$ cat src/rtl/mem_boot_sequencer.sv
// mem_boot_sequencer
// Boot/run/dump controller for the pipelined RISC-V cpu. It streams a program
// image into instruction and data memory while the core is disabled, enables
// the core for a programmed number of cycles, then streams a data-memory region
// back out with backpressure.
//
// Ports
//   clk, arst_n                  clock, asynchronous active-low reset
//   start, abort                 sequence request / synchronous abort
//   imem_count, dmem_count       words to load (clamped to memory depth)
//   run_cycles                   cycles with cpu_enable high
//   dump_count                   data words to read back from address 0
//   s_valid/s_ready/s_data       load stream (instruction beats use [31:0])
//   m_valid/m_ready/m_data       dump stream
//   cpu_enable                   cpu enable
//   addr_ext..wdata_ext          instruction-memory external port
//   addr_ext_2..wdata_ext_2      data-memory external port, rdata_ext_2 read data
//   busy, done                   status
//
// state    | meaning
// ---------+-----------------------------------------------------------
// IDLE     | waiting for start, all outputs quiet
// LOAD_I   | accepting instruction beats, one imem write per beat
// LOAD_D   | accepting data beats, one dmem write per beat
// RUN      | first cycle drains last write, then cpu_enable for run_cycles
// DUMP_RD  | issue dmem read for word k (waits one cycle after LOAD_D)
// DUMP_CAP | capture read data into m_data
// DUMP_OUT | present m_data until m_ready
// DONE     | sequence finished, done held high
module mem_boot_sequencer #(
  parameter int IMEM_WORDS = 512,
  parameter int DMEM_WORDS = 1024,
  parameter int CNT_W      = 11
) (
  input  logic             clk,
  input  logic             arst_n,
  input  logic             start,
  input  logic             abort,
  input  logic [CNT_W-1:0] imem_count,
  input  logic [CNT_W-1:0] dmem_count,
  input  logic [31:0]      run_cycles,
  input  logic [CNT_W-1:0] dump_count,
  input  logic             s_valid,
  output logic             s_ready,
  input  logic [63:0]      s_data,
  output logic             m_valid,
  input  logic             m_ready,
  output logic [63:0]      m_data,
  output logic             cpu_enable,
  output logic [63:0]      addr_ext,
  output logic             wen_ext,
  output logic             ren_ext,
  output logic [31:0]      wdata_ext,
  output logic [63:0]      addr_ext_2,
  output logic             wen_ext_2,
  output logic             ren_ext_2,
  output logic [63:0]      wdata_ext_2,
  input  logic [63:0]      rdata_ext_2,
  output logic             busy,
  output logic             done
);

  typedef enum logic [2:0] {
    IDLE, LOAD_I, LOAD_D, RUN, DUMP_RD, DUMP_CAP, DUMP_OUT, DONE
  } state_t;

  state_t state_q, state_nxt;
  state_t start_first, after_i, after_d, after_run;

  logic [CNT_W-1:0] imem_q, dmem_q, dump_q, word_cnt;
  logic [CNT_W-1:0] imem_clamp, dmem_clamp, dump_clamp, idx_plus1, dump_idx;
  logic [31:0]      run_tmr;
  logic             accept, last_i, last_d, start_take;

  // The instruction port is write-only from this block.
  assign ren_ext = 1'b0;

  always_comb begin
    imem_clamp = (imem_count > CNT_W'(IMEM_WORDS)) ? CNT_W'(IMEM_WORDS) : imem_count;
    dmem_clamp = (dmem_count > CNT_W'(DMEM_WORDS)) ? CNT_W'(DMEM_WORDS) : dmem_count;
    dump_clamp = (dump_count > CNT_W'(DMEM_WORDS)) ? CNT_W'(DMEM_WORDS) : dump_count;
    accept     = s_valid && s_ready;
    idx_plus1  = word_cnt + CNT_W'(1);
    last_i     = (state_q == LOAD_I) && accept && (idx_plus1 == imem_q);
    last_d     = (state_q == LOAD_D) && accept && (idx_plus1 == dmem_q);
    start_take = start && !abort && ((state_q == IDLE) || (state_q == DONE));

    // run_tmr still holds the latched run_cycles until RUN is entered.
    start_first = (imem_clamp != '0) ? LOAD_I :
                  (dmem_clamp != '0) ? LOAD_D :
                  (run_cycles != 32'd0) ? RUN :
                  (dump_clamp != '0) ? DUMP_RD : DONE;
    after_i   = (dmem_q != '0) ? LOAD_D :
                (run_tmr != 32'd0) ? RUN :
                (dump_q != '0) ? DUMP_RD : DONE;
    after_d   = (run_tmr != 32'd0) ? RUN : (dump_q != '0) ? DUMP_RD : DONE;
    after_run = (dump_q != '0) ? DUMP_RD : DONE;

    // Word index of the next dump read; word_cnt is stale on entry from start
    // or a load phase, so those entries start from zero.
    dump_idx = (state_q == DUMP_OUT) ? idx_plus1 :
               (state_q == DUMP_RD)  ? word_cnt : '0;

    state_nxt = state_q;
    case (state_q)
      IDLE, DONE: if (start) state_nxt = start_first;
      LOAD_I:     if (last_i) state_nxt = after_i;
      LOAD_D:     if (last_d) state_nxt = after_d;
      RUN:        if (run_tmr == 32'd0) state_nxt = after_run;
      DUMP_RD:    if (ren_ext_2) state_nxt = DUMP_CAP;
      DUMP_CAP:   state_nxt = DUMP_OUT;
      DUMP_OUT:   if (m_ready) state_nxt = (idx_plus1 == dump_q) ? DONE : DUMP_RD;
      default:    state_nxt = IDLE;
    endcase
    if (abort) state_nxt = IDLE;
  end

  always_ff @(posedge clk or negedge arst_n) begin
    if (!arst_n) begin
      state_q     <= IDLE;
      imem_q      <= '0;
      dmem_q      <= '0;
      dump_q      <= '0;
      word_cnt    <= '0;
      run_tmr     <= '0;
      s_ready     <= 1'b0;
      m_valid     <= 1'b0;
      m_data      <= '0;
      cpu_enable  <= 1'b0;
      addr_ext    <= '0;
      wen_ext     <= 1'b0;
      wdata_ext   <= '0;
      addr_ext_2  <= '0;
      wen_ext_2   <= 1'b0;
      ren_ext_2   <= 1'b0;
      wdata_ext_2 <= '0;
      busy        <= 1'b0;
      done        <= 1'b0;
    end else begin
      state_q    <= state_nxt;
      wen_ext    <= 1'b0;
      wen_ext_2  <= 1'b0;
      s_ready    <= (state_nxt == LOAD_I) || (state_nxt == LOAD_D);
      busy       <= (state_nxt != IDLE) && (state_nxt != DONE);
      done       <= (state_nxt == DONE);
      m_valid    <= (state_nxt == DUMP_OUT);
      cpu_enable <= (state_q == RUN) && (run_tmr != 32'd0) && !abort;
      // After LOAD_D the dmem port is still busy with the last write, so the
      // first read is issued one cycle later from DUMP_RD itself.
      ren_ext_2  <= (state_nxt == DUMP_RD) && (state_q != LOAD_D);

      if (start_take) begin
        imem_q   <= imem_clamp;
        dmem_q   <= dmem_clamp;
        dump_q   <= dump_clamp;
        run_tmr  <= run_cycles;
        word_cnt <= '0;
      end

      case (state_q)
        LOAD_I: if (accept && !abort) begin
          wen_ext   <= 1'b1;
          addr_ext  <= 64'({word_cnt, 2'b00});
          wdata_ext <= s_data[31:0];
          word_cnt  <= last_i ? '0 : idx_plus1;
        end
        LOAD_D: if (accept && !abort) begin
          wen_ext_2   <= 1'b1;
          addr_ext_2  <= 64'({word_cnt, 3'b000});
          wdata_ext_2 <= s_data;
          word_cnt    <= last_d ? '0 : idx_plus1;
        end
        RUN:      if (run_tmr != 32'd0) run_tmr <= run_tmr - 32'd1;
        DUMP_CAP: m_data <= rdata_ext_2;
        DUMP_OUT: if (m_ready && !abort) word_cnt <= idx_plus1;
        default: ;
      endcase

      if ((state_nxt == DUMP_RD) && (state_q != LOAD_D))
        addr_ext_2 <= 64'({dump_idx, 3'b000});
    end
  end

endmodule

$ cat config.mk
export PLATFORM = sky130hd
export DESIGN_NAME = mem_boot_sequencer
export DESIGN_NICKNAME = d
export VERILOG_FILES = /design/src/rtl/mem_boot_sequencer.sv
export SDC_FILE = /design/constraint.sdc
export NUM_CORES = 1
export LEC_CHECK = 0
export ABC_AREA = 1
export ABC_CLOCK_PERIOD_IN_PS = 3360
export CAP_MARGIN = 15
export CORE_MARGIN = 2
export CORE_UTILIZATION = 35
export CTS_CLUSTER_DIAMETER = 100
export CTS_CLUSTER_SIZE = 24
export DETAILED_ROUTE_END_ITERATION = 8
export PLACE_DENSITY = 0.68
export SYNTH_ARGS = -nofsm -noshare
export SYNTH_HDL_FRONTEND = slang
export SYNTH_SLANG_ARGS = --single-unit
export TNS_END_PERCENT = 10
$ cat constraint.sdc
create_clock -name clk -period 3.36 [get_ports clk]
set_input_delay 0.672 -clock clk [delete_from_list [all_inputs] [get_ports clk]]
set_output_delay 0.672 -clock clk [all_outputs]
set_load 0.05 [all_outputs]
# [Word-level counts from Yosys, hierarchy flattened]
# Cells that the tools add are included.
[totals] word_cells=110 input_bits=199 out_inout_bits=297 ff_bits=322
[classes] reduce_logical=32 order_cmp=3 eq_ne=17 muxes=37 addsub=2
[ops] operator="64-bit 2-to-1 mux" n=3
[ops] operator="11-bit 2-to-1 mux" n=11
[ops] operator="32-bit 2-to-1 mux" n=3
[ops] operator="32-bit nonzero test" n=2
[ops] operator="11-bit nonzero test" n=5
[ops] operator="3-bit 2-to-1 mux" n=12
[ops] operator="11-bit == test" n=3
[ops] operator="11-bit case mux with 3 select lines" n=1
[ops] operator="32-bit zero test" n=1
[ops] operator="32-bit by 1-bit subtractor with 32-bit output, second input constant" n=1
[ops] operator="11-bit greater-than comparator, second input constant" n=2
[ops] operator="3-bit == test, second input constant" n=7
[ops] operator="3-bit case mux with 7 select lines" n=1
[ops] operator="1-bit logical AND" n=13
[ops] operator="11-bit by 1-bit adder with 11-bit output, second input constant" n=1
[ops] operator="11-bit by 10-bit greater-than comparator with 1-bit output, second input constant" n=1
[ops] operator="3-bit by 2-bit == test with 1-bit output, second input constant" n=3
[ops] operator="3-bit by 1-bit == test with 1-bit output, second input constant" n=2
[ops] operator="2-bit 2-to-1 mux" n=3
[ops] operator="2-bit AND reduction" n=3
[ops] operator="2-bit nonzero test" n=2
[ops] operator="3-bit zero test" n=1
[ops] operator="1-bit 2-to-1 mux" n=3
[ops] operator="3-bit by 2-bit != test with 1-bit output, second input constant" n=1
[ops] operator="5 further kinds" n=6

# [Logic depth before layout (Yosys ltp)]
# Gate-level depths: netlist of the first run.
[depth] depth_word=14 ltp_mapped=22 depth_no_buf=21

# [Worst setup path before layout of the first run]
# OpenSTA, ideal clock, no wires.
[synth_timing] path_kind="input to register" start="input abort" end="register wdata_ext_2[34]" setup_ns=0.119 path_stages=9 slack_ns=0.992 arrival_time_ns=2.248 required_time_ns=3.241 n_path_buf=3 cell_sequence="clkbuf_1 > nor2_1 > inv_1 > nor2_1 > clkinv_1 > clkbuf_1 > buf_1 > nand2_1 > nand2_1"
[synth_between] elab_chain_len=3
[synth_rtl] element="start: declaration" line="38" source="input logic abort,"
[synth_rtl] element="1-bit zero test" line="167" source="LOAD_D: if (accept && !abort) begin"
[synth_rtl] element="1-bit logical AND" line="167"
[synth_rtl] element="2-bit AND reduction (no source line)"
[synth_rtl] element="end signal: assignment" line="170" source="wdata_ext_2 <= s_data;"
[synth_rtl] element="end: declaration" line="57" source="output logic [63:0] wdata_ext_2,"
# No other way between the ends.
# A chain may end at the register's enable or synchronous reset.

# [Worst setup path after layout of the first run]
[layout_timing] start="register word_cnt[1]" end="register addr_ext_2[4]"
[layout_between] elab_chain_len=10 elab_cells_between_ends=22 classes_between="add/sub (1); eq/ne (4); mux (11); reduce/logical (6)"
[layout_rtl] element="start: declaration" line="70" source="logic [CNT_W-1:0] imem_q, dmem_q, dump_q, word_cnt;"
[layout_rtl] element="start signal: assignment" line="165" source="word_cnt <= last_i ? '0 : idx_plus1;"
[layout_rtl] element="start signal: assignment" line="171" source="word_cnt <= last_d ? '0 : idx_plus1;"
[layout_rtl] element="start signal: assignment" line="175" source="DUMP_OUT: if (m_ready && !abort) word_cnt <= idx_plus1;"
[layout_rtl] element="11-bit by 1-bit adder with 11-bit output" line="83" source="idx_plus1 = word_cnt + CNT_W'(1);"
[layout_rtl] element="11-bit == test (on tied branches)" line="112, 84, 85"
[layout_rtl] element="2-bit 2-to-1 mux, or another cell as far along" line="112" source="DUMP_OUT: if (m_ready) state_nxt = (idx_plus1 == dump_q) ? DONE : DUMP_RD;"
[layout_rtl] element="3-bit 2-to-1 mux (on tied branches)" line="112, 107, 108"
[layout_rtl] element="3-bit case mux with 7 select lines" line="105" source="case (state_q)"
[layout_rtl] element="3-bit 2-to-1 mux" line="115" source="if (abort) state_nxt = IDLE;"
[layout_rtl] element="3-bit == test" line="179" source="if ((state_nxt == DUMP_RD) && (state_q != LOAD_D))"
[layout_rtl] element="1-bit logical AND" line="179"
[layout_rtl] element="2-bit nonzero test (no source line)"
[layout_rtl] element="2-bit AND reduction (no source line)"
[layout_rtl] element="end signal: assignment" line="169" source="addr_ext_2 <= 64'({word_cnt, 3'b000});"
[layout_rtl] element="end signal: assignment" line="180" source="addr_ext_2 <= 64'({dump_idx, 3'b000});"
[layout_rtl] element="end: declaration" line="54" source="output logic [63:0] addr_ext_2,"
# Parallel ways exist; a longest one is shown, timed or not. The select of a mux whose other input is x is not followed.

==> impl_metrics.ini, run 1 <==
[final_layout]
nets = 2306
seqCellArea_um2 = 6733
finalNonFillerCells = 2635
layout-drive-gt1-share = 0.08389
area_growth_pct = 33.01
antenna_cells = 0
final_cell_mix = nand2_1, clkdlybuf4s50_1, dfrtp_1
layout_commonest_cell = nand2_1
design_area_um2 = 18850
nFillCells = 3886
multi_input_area_um2 = 6070

[pwr]
p_leak_nw = 8.703
power_mw = 18.25
seqPwrFrac = 0.308
comb_power_share = 0.571
clockPowerShare = 0.121
powerDensity_nw_per_um2 = 968.2
p_int_mw = 9.107
p_switching_mw = 9.138
peakVddDrop_uv = 635.7
sw_frac_of_total = 0.5008

[critical_path]
crit_fanout = 12
crit_type = flip-flop to flip-flop
startpoint_type = flip-flop
crit_path_end_kind = flip-flop
cp_data_required_time_ps = 3760
reg2reg_depth = 18
critPathArrivalTime_ps = 3470

[global_route]
grt_max_degree = 87
grt_first_pass_wirelength_um = 66860
grt_util_all_layers = 0.1999
grt_overflow = 0
antenna_found_initial = 0
first_global_vias = 12021

[timing]
drv_slew = 0
rsz0062_at_grt = false
hold_violations = 0
skew_ps = 34.75
tightest_slew_ps = 848.6
holdWs_ps = 171.7
fin_crit_ps = 3065
timing.fmax_mhz = 326.2
relSlewSlack = 0.4343
fin_setup_tns_ps = 0
setup_viol = 0
period_share = 0.9123

[drt]
antenna_left = 0
drc = 0
routed_wl_um = 43880
dr.pass1.iters = 7
vias_per_cell = 4.807
via_count = 12666
wl_per_cell_um = 16.65
drtIter0Drc = 1058

[clock_tree]
cts_tree = done
clk_pin_slew_ps = 100
root_buffer = clkbuf_16
clk_latency_ps = 520
htreeDepth = 1
numCtsBuffers = 16
cts.sinks = 269
cts_buffer_depth = 3

[synth]
ys_warn_count = 0
synth_cell_types = 46
ys.flop_type = dfrtp_1
synth_async_sr_flop_share = 1.000
synthCells = 1739
synth_edf_count = 0
syn_area_um2 = 14170
synth.avg_cell_area_um2 = 8.148
seq_area_frac_synth = 0.4751
synth_seq_cells = 269

[placed_design]
gp_congestion = 0.9160
dp_hpwl_um = 33750
dpl_cell_area_um2 = 18320
placed_cells = 2612
portBuffers = 388

[die]
start_util = 0.3558
io_pins = 496
core_um2 = 39820
die_h_um = 205.2
dieArea_um2 = 42110
rows = 73
die_w_um = 205.2

[min_path]
hp-class = primary input to asynchronous set/reset pin

[job]
max_cap_violations = 0

[status]
status = finished clean
==> what timing repair did <==
action                     in CTS  in global routing
gates resized for setup         0                  4
setup endpoints to repair       0                 11
buffers inserted                0                  0
hold buffers                    0                  0
==> cells in the mapped netlist, types with 15 or more instances <==
| master | n | area (um2) |
|---|---|---|
| a21oi_1 | 29 | 145.1 |
| nand3_1 | 95 | 475.5 |
| inv_1 | 178 | 668.1 |
| nor2_1 | 113 | 424.2 |
| nand2_1 | 466 | 1749 |
| nand2_2 | 18 | 112.6 |
| buf_4 | 109 | 818.3 |
| o21ai_0 | 160 | 800.8 |
| mux2_2 | 64 | 720.7 |
| nor3_1 | 19 | 95.09 |
| nand4_1 | 15 | 93.84 |
| o22ai_1 | 26 | 162.7 |
| dfrtp_1 | 269 | 6731 |
| xor2_1 | 18 | 157.7 |
| clkbuf_1 | 52 | 195.2 |
==> layout make-up <==
class                      count  share of cell area
inverter                     189             0.03778
sequential                   269              0.3573
tap                          525             0.03486
clock inverter                 5            0.004050
multi-input combinational   1215              0.3221
timing repair buffer         414              0.2207
clock buffer                  18             0.02330
==> power by group through the flow <==
stage                     registers [mW]  logic (mW)  clock network [mW]
after floorplan                     8.92        3.63                   0
after global placement              5.63        10.3                   0
after detailed placement            5.67        10.4                   0
after CTS                           5.62        10.4                2.29
after global routing                5.81        11.2                2.40
final                               5.63        10.4                2.20
==> state kept, by name, indices dropped and copies added (netlist names), 3 cells and up <==
signal,flops
dmem_q,11
word_cnt,11
addr_ext_2,11
m_data,64
wdata_ext,32
run_tmr,32
dump_q,11
addr_ext,11
imem_q,11
wdata_ext_2,64
state_q,3
==> worst paths after layout <==
check	startpoint	slack [ps]	to
max	word_cnt[1]$_DFF_PN0_	290	addr_ext_2[4]$_DFFE_PN0P_
min	arst_n	170	wdata_ext_2[48]$_DFFE_PN0P_
max reg2reg	word_cnt[1]$_DFF_PN0_	290	addr_ext_2[4]$_DFFE_PN0P_
min reg2reg	wdata_ext_2[53]$_DFFE_PN0P_	480	wdata_ext_2[53]$_DFFE_PN0P_
max in group asynchronous	arst_n	2330	dmem_q[3]$_DFFE_PN0P_
min in group clk	wdata_ext_2[53]$_DFFE_PN0P_	480	wdata_ext_2[53]$_DFFE_PN0P_
==> critical path: stages (launching register included) <==
cell and delay, ps:
dfrtp_1 470, ha_2 440, inv_1 150, nand2_1 110, nand3_1 70, nor2_1 180
nand3_1 100, nor2_1 90, nand3_1 70, nor2_1 230, nand2_1 120, a21oi_1 170
nand3_1 120, nand2_2 110, nand2_4 80, nor2_4 220, nand2_1 80, nand2_1 80
nand2_1 50
==> through the flow <==
stage	utilization	setup slack, ps
2_1_floorplan	-	992.3
3_3_place_gp	0.4601	107.2
3_5_place_dp	0.4601	54.54
4_1_cts	0.4730	210.3
5_1_grt	0.4732	67.48
6_report	0.4732	294.8
==> logic make-up after synthesis <==
| kind of cell | synth area share |
|---|---|
| compound gates | 0.09767 |
| xor+xnor | 0.01333 |
| mux | 0.05157 |
| fa+ha+maj | 0.001766 |
| flops | 0.4751 |
| simple gates | 0.2333 |
| other cells | 0.0002647 |
| buf+inv | 0.1270 |
==> layer usage <==
layer | vias to the layer above | global-route usage | wire length, um
met5 | - | 0 | 0
met2 | 491 | 0.3243 | 20650
met1 | 6016 | 0.2809 | 19020
met3 | 43 | 0.03342 | 3540
li1 | 6116 | - | -
met4 | 0 | 0.04239 | 665
Note: power is estimated with default switching activity, not from simulation.
==> run 2: changes to the inputs <==
--- a/config.mk
+++ b/config.mk
@@ -6,8 +6,7 @@
 export NUM_CORES = 1
 export LEC_CHECK = 0
 export ABC_AREA = 1
-export ABC_CLOCK_PERIOD_IN_PS = 3360
-export CAP_MARGIN = 15
+export CAP_MARGIN = 40
 export CORE_MARGIN = 2
 export CORE_UTILIZATION = 35
 export CTS_CLUSTER_DIAMETER = 100
==> results of run 2 <==
The final DEF is identical to that of run 1; final timing and power are the same.
